File: config.mk
export PLATFORM = sky130hd
export DESIGN_NAME = auto_player
export DESIGN_NICKNAME = d
export VERILOG_FILES = /design/src/rtl/auto_player.sv
export SDC_FILE = /design/constraint.sdc
export NUM_CORES = 1
export LEC_CHECK = 0
export BUFFER_PORTS_ARGS = -buffer_cell sky130_fd_sc_hd__buf_4
export CAP_MARGIN = 40
export CORE_UTILIZATION = 51
export DETAILED_ROUTE_END_ITERATION = 12
export MAX_ROUTING_LAYER = met4
export PLACE_DENSITY = 0.79
export SLEW_MARGIN = 20
export SYNTH_ARGS = -nofsm -noshare
export SYNTH_HDL_FRONTEND = slang
export SYNTH_SLANG_ARGS = --single-unit
File: constraint.sdc
create_clock -name clk -period 5.7 [get_ports clk]
set_input_delay 0.285 -clock clk [delete_from_list [all_inputs] [get_ports clk]]
set_output_delay 0.285 -clock clk [all_outputs]
set_load 0.01 [all_outputs]
File: src/rtl/auto_player.sv
// auto_player: waits for a stable one-hot-low segment pattern on the game display and presses the matching button.
// Define AUTO_RESTART_EN to have the player press button 0 after game over and resume play.
`timescale 1ns/1ps
module auto_player #(
    parameter int STABLE_CYCLES = 2,
    parameter int REACT_CYCLES  = 2,
    parameter int HOLD_CYCLES   = 8,
    parameter int GAP_CYCLES    = 8
) (
    input  logic       clk,
    input  logic       rst,
    input  logic       enable,
    input  logic [6:0] seg_in,
    input  logic       dp_in,
    input  logic [7:0] score_in,
    output logic [7:0] btn_out,
    output logic [7:0] hits,
    output logic       game_over,
    output logic [7:0] final_score,
    output logic       err
);
    typedef enum logic [2:0] {IDLE, SETTLE, REACT, PRESS, RELEASE, OVER} state_t;

    localparam int OVER_CYCLES = 2 * GAP_CYCLES + HOLD_CYCLES;
    localparam int PH_MAX      = (REACT_CYCLES > OVER_CYCLES) ? REACT_CYCLES : OVER_CYCLES;
    localparam int PH_W        = $clog2(PH_MAX + 1);
    localparam int CNT_W       = $clog2(STABLE_CYCLES + 2);

    localparam logic [PH_W-1:0]  REACT_LAST = PH_W'(REACT_CYCLES - 1);
    localparam logic [PH_W-1:0]  HOLD_LAST  = PH_W'(HOLD_CYCLES - 1);
    localparam logic [PH_W-1:0]  GAP_LAST   = PH_W'(GAP_CYCLES - 1);
    localparam logic [CNT_W-1:0] CNT_SAT    = '1;
    localparam logic [CNT_W-1:0] CNT_STABLE = CNT_W'(STABLE_CYCLES);
`ifdef AUTO_RESTART_EN
    localparam logic [PH_W-1:0]  OVER_LAST  = PH_W'(OVER_CYCLES - 1);
    localparam logic [PH_W-1:0]  RST_FIRST  = PH_W'(GAP_CYCLES);
    localparam logic [PH_W-1:0]  RST_END    = PH_W'(GAP_CYCLES + HOLD_CYCLES);
`endif

    state_t           r_state, w_state_next;
    logic [PH_W-1:0]  r_phase, w_phase_next;
    logic [7:0]       r_sample;
    logic [CNT_W-1:0] r_cnt;
    logic [7:0]       r_target;
    logic [7:0]       r_btn, w_btn_next;
    logic [7:0]       r_hits;
    logic             r_game_over;
    logic [7:0]       r_final;
    logic             r_err;

    logic [6:0] w_low;
    logic       w_one_low;
    logic       w_stable;
    logic       w_dp;

    assign w_low     = ~r_sample[6:0];
    assign w_one_low = (w_low != 7'd0) && ((w_low & (w_low - 7'd1)) == 7'd0);
    assign w_stable  = (r_cnt >= CNT_STABLE);
    assign w_dp      = r_sample[7];

    // NOTE: every variable assigned in an always_comb gets a default first, so no path can infer a latch.
    always_comb begin
        w_state_next = r_state;
        unique case (r_state)
            IDLE:    if (enable) w_state_next = SETTLE;
            SETTLE:  if (w_stable) begin
                         if (!w_dp)          w_state_next = OVER;
                         else if (w_one_low) w_state_next = REACT;
                     end
            REACT:   if (r_phase == REACT_LAST) w_state_next = PRESS;
            PRESS:   if (r_phase == HOLD_LAST)  w_state_next = RELEASE;
            RELEASE: if (r_phase == GAP_LAST)   w_state_next = SETTLE;
`ifdef AUTO_RESTART_EN
            OVER:    if (r_phase == OVER_LAST)  w_state_next = SETTLE;
`else
            OVER:    w_state_next = OVER;
`endif
            default: w_state_next = IDLE;
        endcase
        if (!enable) w_state_next = IDLE;

        w_phase_next = '0;
        if (enable && w_state_next == r_state &&
            (r_state == REACT || r_state == PRESS || r_state == RELEASE || r_state == OVER))
            w_phase_next = r_phase + 1'b1;
    end

    // Button drive is decided from the upcoming state so the register changes on the state edge itself.
    always_comb begin
        w_btn_next = 8'h00;
        if (w_state_next == PRESS) w_btn_next = r_target;
`ifdef AUTO_RESTART_EN
        else if (w_state_next == OVER && w_phase_next >= RST_FIRST && w_phase_next < RST_END)
            w_btn_next = 8'h01;
`endif
    end

    // NOTE: sequential state uses non-blocking assignments so every register sees pre-edge values.
    always_ff @(posedge clk) begin
        if (rst) begin
            r_state     <= IDLE;
            r_phase     <= '0;
            r_sample    <= '0;
            r_cnt       <= '0;
            r_target    <= '0;
            r_btn       <= '0;
            r_hits      <= '0;
            r_game_over <= 1'b0;
            r_final     <= '0;
            r_err       <= 1'b0;
        end else begin
            r_state     <= w_state_next;
            r_phase     <= w_phase_next;
            r_sample    <= {dp_in, seg_in};
            r_btn       <= w_btn_next;
            r_game_over <= (w_state_next == OVER);

            // A return to SETTLE restarts the stability wait so the same pattern is re-qualified.
            if (!enable || (w_state_next == SETTLE && (r_state == RELEASE || r_state == OVER)))
                r_cnt <= '0;
            else if ({dp_in, seg_in} == r_sample)
                r_cnt <= (r_cnt == CNT_SAT) ? r_cnt : r_cnt + 1'b1;
            else
                r_cnt <= '0;

            if (r_state == SETTLE && w_state_next == REACT) r_target <= {1'b0, w_low};
            if (r_state == SETTLE && w_state_next == OVER)  r_final  <= score_in;
            if (w_state_next == PRESS && r_state != PRESS && r_hits != 8'hFF)
                r_hits <= r_hits + 8'd1;
            if (enable && r_state == SETTLE && w_stable && w_dp && !w_one_low)
                r_err <= 1'b1;
        end
    end

    assign btn_out     = r_btn;
    assign hits        = r_hits;
    assign game_over   = r_game_over;
    assign final_score = r_final;
    assign err         = r_err;
endmodule

### After elaboration in Yosys (flattened, before gate mapping)

Index checks and enable logic that the tools add are counted.

| word-level totals | value |
|---|---|
| flip-flop bits (word level) | 50 |
| output and inout port bits | 26 |

| cells by class | value |
|---|---|
| add/sub/neg operators | 4 |
| $lt $le $gt $ge | 1 |
| equality and inequality tests | 16 |
| mux-type cells | 8 |
| bitwise logic cells | 5 |
| reductions and logical operators | 25 |

Operators by type and width:

| kind | number |
|---|---|
| 3-bit 2-to-1 mux | 7 |
| 3-bit one-hot mux with 6 select lines | 1 |
| 3-bit by 2-bit equality test with 1-bit output, second input constant | 4 |
| 1-bit logical AND | 12 |
| 3-bit equality test, second input constant | 3 |
| 8-bit by 1-bit adder with 8-bit output, second input constant | 1 |
| 8-bit equality test | 1 |
| 8-bit inequality test, second input constant | 1 |
| 7-bit bitwise AND | 1 |
| 7-bit logical NOT | 1 |
| 7-bit inverter | 1 |
| 7-bit nonzero test | 1 |
| 7-bit by 1-bit subtractor with 7-bit output, second input constant | 1 |
| 3-bit by 1-bit equality test with 1-bit output, second input constant | 2 |
| 5-bit by 1-bit adder with 5-bit output, second input constant | 1 |
| 5-bit by 1-bit equality test with 1-bit output, second input constant | 1 |
| 5-bit by 3-bit equality test with 1-bit output, second input constant | 1 |
| 1-bit logical OR | 5 |
| 2-bit OR reduction | 2 |
| 3-bit equality test | 1 |
| 3-bit logical NOT | 1 |
| 3-bit by 2-bit inequality test with 1-bit output, second input constant | 1 |
| 1-bit inverter | 3 |
| 3-bit OR reduction | 1 |
| other kinds (4) | 5 |

### Longest topological paths before layout

| logic depth | value |
|---|---|
| depth in word-level cells | 15 |
| gate-level depth with buffers | 9 |
| depth with buffers taken out | 8 |

### Least setup slack after synthesis

OpenSTA, ideal clock, no wires.

| timing path | value |
|---|---|
| path type | register -> register |
| from | reg r_phase[0] |
| to | reg r_hits[6], in the netlist hits[6] |
| library setup time | 0.121 ns |
| arrival time | 2.111 ns |
| data required time | 5.579 ns |
| setup slack | 3.468 ns |
| stages on the path, launching flop included | 9 |
| path buffers | 1 |
| path through | dfxtp_1 ha_1 and4bb_2 and2_1 nor3b_1 o211ai_1 buf_2 nor4_1 mux2_2 |

| on the way | value |
|---|---|
| longest elaborated chain between the ends | 7 |
| elaborated cells on any way between the ends | 10 |
| classes of those cells | eq/ne (3); mux (5); reduce/logical (2) |

Ends and longest elaborated chain:

| what | line | source |
|---|---|---|
| start: declaration | 41 | `logic [PH_W-1:0] r_phase, w_phase_next;` |
| start signal: assignment | 113 | `r_phase <= w_phase_next;` |
| 5-bit by 3-bit equality test with 1-bit output / 5-bit by 1-bit equality test with 1-bit output (equally long branches) | 71, 72, 70 |  |
| 3-bit 2-to-1 mux, on equally long branches | 72, 70, 71 |  |
| 3-bit one-hot mux with 6 select lines (*) | 64 | `unique case (r_state)` |
| 3-bit 2-to-1 mux (*) | 80 | `if (!enable) w_state_next = IDLE;` |
| 3-bit by 2-bit equality test with 1-bit output (*) | 128 | `if (w_state_next == PRESS && r_state != PRESS && r_hits != 8'hFF)` |
| 1-bit logical AND (*) (2 in a row) | 128 |  |
| end signal: assignment | 129 | `r_hits <= r_hits + 8'd1;` |
| end: declaration | 46 | `logic [7:0] r_hits;` |

Mark *: on every way between the ends. The rest lies on a longest branch, timed or not.
A chain may end at the register's enable or synchronous reset.

### Final worst setup path

Same ends and word-level chain as after synthesis.

==> summary.md <==
| Metric | Value |
|---|---|
| Status | `finished, final reports clean` |
| FP Rows | `23` |
| Unrepaired setup endpoints after global routing | `no` |
| Final slew viol count | `0` |
| Clock sinks | `50` |
| HPWL after DPL | `2910 um` |
| CTS clock-pin slew for the worst setup and hold paths | `90 ps` |
| Worst path buffer plus inverter count | `1` |
| Worst setup SP type | `flip-flop` |
| Max_cap viols | `0` |
| GRT met2 Usage | `0.299` |
| H-tree lvl count | `2` |
| Area Growth Syn to Fin | `20.9%` |
| Crit-path slowest cell | `mux2_2` |
| Period utilization | `0.439` |
| Nets@finish | `303` |
| TritonCTS clock tree | `built` |
| Via/cell ratio | `5.33` |
| Place WS | `3120 ps` |
| Total GRT Usage | `0.199` |
| Initial antenna violation count | `0` |
| Synth cell types | `45` |
| Total number of vias | `1760` |
| Post-CTS Resized | `0` |
| Seq cells post-synth | `50` |
| Seq/Total Area, Yosys | `0.459` |
| CP cell instances | `ha_1 -> and4bb_2 -> and2_1 -> nor3b_1 -> o211ai_1 -> clkbuf_4 -> nor4_1 -> mux2_2` |
| Largest net degree at the start of global routing | `38` |
| Clk Tree Root Cell | `clkbuf_8` |
| Post-CTS Setup Repair Bufs | `0` |
| CP max stage delay | `380 ps` |
| Setup-failing EPs final | `0` |
| Syn Area/Cell | `9.25 um^2` |
| Post-layout minimum cycle time | `2500 ps` |
| Placed cell count | `321` |
| Total Power | `0.608 mW` |
| Synthesized cell area | `0.00218 mm^2` |
| Worst hold path stage count | `2` |
| CTS Buf Count | `5` |
| FMAX | `0.400 GHz` |
| Worst setup path endpoint | `hits[6]$_SDFFE_PP0P_` |
| Die Ht | `67.4 um` |
| Skew final | `7.39 ps` |
| Final setup TNS | `0 ps` |
| Worst reg2reg setup slack | `3200 ps` |
| Worst EP arrival | `2700 ps` |
| Latest clock arrival within the worst-skew pair | `300 ps` |
| Core area | `0.00406 mm^2` |
| DIE WIDTH | `67.4 um` |
| Cell family with most CP delay | `simple AND/OR/NAND/NOR gates` |
| Largest area contributor in the netlist | `dfxtp_1` |
| Syn Nets | `260` |
| Worst-path fanout max | `13` |
| First-pass GRT wire length | `6600 um` |
| Worst slew pin tran | `678 ps` |
| Post-synth top area share | `0.459` |
| Number of enable flip-flop cells after synthesis | `0` |
| Final Hold Vio Count | `0` |
| Synth async-reset ratio | `0` |
| Die Area | `0.00454 mm^2` |
| Post-CTS Hold Fix Bufs | `0` |
| Crit path from | `r_phase[0]$_SDFF_PP0_` |
| Residual DRC count | `0` |
| Critical R2R Launch | `r_phase[0]$_SDFF_PP0_` |
| Slew headroom | `0.548` |
| Setup Crit Path Kind | `reg2reg` |
| 1st-iter DRT viols | `106` |
| Top cells by area, synth | `dfxtp_1, nor2_1, mux2i_1` |
| Final Non-Filler Cells | `330` |
| Routed Antenna Nets | `0` |
| Capture point of the worst reg-to-reg path | `hits[6]$_SDFFE_PP0P_` |
| Total congestion overflow | `0` |
| Met3 usage | `0.0473` |
| Reg2Reg Depth | `8` |
| Fin util | `0.650` |
| Stages on the worst setup path | `8` |
| DRT Wirelength | `4110 um` |
| Top Ports | `45` |
| Worst EP required | `5900 ps` |
| Hold Crit Class | `in2reg` |
| Initial core utilization | `0.538` |
| Input/output buffers | `43` |
| PD cells | `230 mW/mm^2` |
| Crit path capture type | `flip-flop` |
| Lkg Pwr | `0.986 nW` |
| Ys flop type | `dfxtp_1` |
| Drt pass-1 iters | `4` |
| Met1 Use GR | `0.252` |
| # diodes | `0` |
| Cell count after synthesis | `236` |
| Max Root-Sink Buffers | `2` |
| GPL Wtd Cong | `0.903` |
| Worst setup margin | `3200 ps` |
| Most used routing layer | `met2` |
| Number of global-route vias before repair | `1498` |
| Yosys warns | `0` |
| Peak supply drop | `0.126 mV` |
| Share of layout cells above drive strength 1 | `0.211` |
| Routed len/inst | `12.4 um` |
==> stage by stage <==
step	hold WS [ps]	instance area (um^2)
floorplan	413	2180
finish	204	2640
global route	202	2640
global placement	437	2530
CTS	197	2630
detailed placement	447	2530
==> state kept, by name, indices dropped and copies added, names as in the netlist <==
name / count
final_score: 8
r_phase: 5
r_cnt: 2
btn_out: 7
r_target: 7
r_sample: 8
game_over: 1
err: 1
r_state: 3
hits: 8
==> worst min-delay path by stage <==
stage | from | slack (ps) | end
3_3_place_gp | r_target[3]$_SDFFE_PP0P_ | 440 | btn_out[3]$_SDFF_PP0_
6_report | dp_in | 200 | r_sample[7]$_SDFF_PP0_
4_1_cts | dp_in | 200 | r_sample[7]$_SDFF_PP0_
2_1_floorplan | seg_in[0] | 410 | r_sample[0]$_SDFF_PP0_
3_5_place_dp | r_target[4]$_SDFFE_PP0P_ | 450 | btn_out[4]$_SDFF_PP0_
5_1_grt | seg_in[1] | 200 | r_sample[1]$_SDFF_PP0_
==> layer usage <==
metal,routed length [um],up-vias
li1,-,923
met2,1780,40
met1,2060,790
met5,0,-
met3,198,7
met4,68,0
==> synthesized netlist by cell type, types with 2 or more instances <==
| cell | number |
|---|---|
| a21oi_1 | 8 |
| xor2_1 | 3 |
| inv_1 | 8 |
| and3_1 | 3 |
| nand3b_1 | 2 |
| nor4_1 | 4 |
| nor3_1 | 4 |
| o31ai_1 | 5 |
| nand4bb_1 | 2 |
| mux2i_1 | 9 |
| o21ai_0 | 7 |
| nor2b_1 | 8 |
| o211ai_1 | 5 |
| nor2_1 | 34 |
| ha_1 | 5 |
| nand3_1 | 9 |
| xnor2_1 | 10 |
| dfxtp_1 | 50 |
| buf_2 | 3 |
| a211oi_1 | 9 |
| clkbuf_1 | 4 |
| and2_1 | 10 |
| nand2_1 | 8 |
| or4_1 | 5 |
==> cell families after synthesis <==
logic type / share of synthesized area
adder cells (fa/ha/maj): 0.0287
flip-flops: 0.459
multiplexers: 0.0464
AO/OA/AOI/OAI: 0.140
other: 0.00172
AND/OR/NAND/NOR: 0.239
XOR/XNOR: 0.0522
buffers and inverters: 0.0333
==> cell type report <==
class,count,area [um^2]
Multi-Input combinational cell,169,1110
Fill cell,351,1420
Clock buffer,6,82.6
Timing Repair Buffer,45,338
Clock inverter,2,16.3
Sequential cell,50,1000
Tap cell,50,62.6
Inverter,8,30.0
==> power breakdown <==
group	switching [mW]	internal (mW)	total, mW	leakage [nW]
logic	0.0152	0.0159	0.0311	0.533
clock network	0.119	0.100	0.219	0.0478
registers	0.00514	0.352	0.358	0.405
==> cell usage in the layout (no fill, tap or decap), types with 2 or more instances in the layout <==
| cell type | count |
|---|---|
| a211oi_1 | 9 |
| a21oi_1 | 8 |
| and2_1 | 10 |
| and3_1 | 3 |
| buf_4 | 44 |
| clkbuf_8 | 6 |
| dfxtp_1 | 50 |
| ha_1 | 5 |
| inv_1 | 8 |
| mux2i_1 | 9 |
| nand2_1 | 8 |
| nand3_1 | 9 |
| nand3b_1 | 2 |
| nand4bb_1 | 2 |
| nor2_1 | 34 |
| nor2b_1 | 8 |
| nor3_1 | 4 |
| nor4_1 | 4 |
| o211ai_1 | 5 |
| o21ai_0 | 7 |
| o31ai_1 | 5 |
| or4_1 | 5 |
| xnor2_1 | 10 |
| xor2_1 | 3 |
Power figures use the tool's default switching activity.
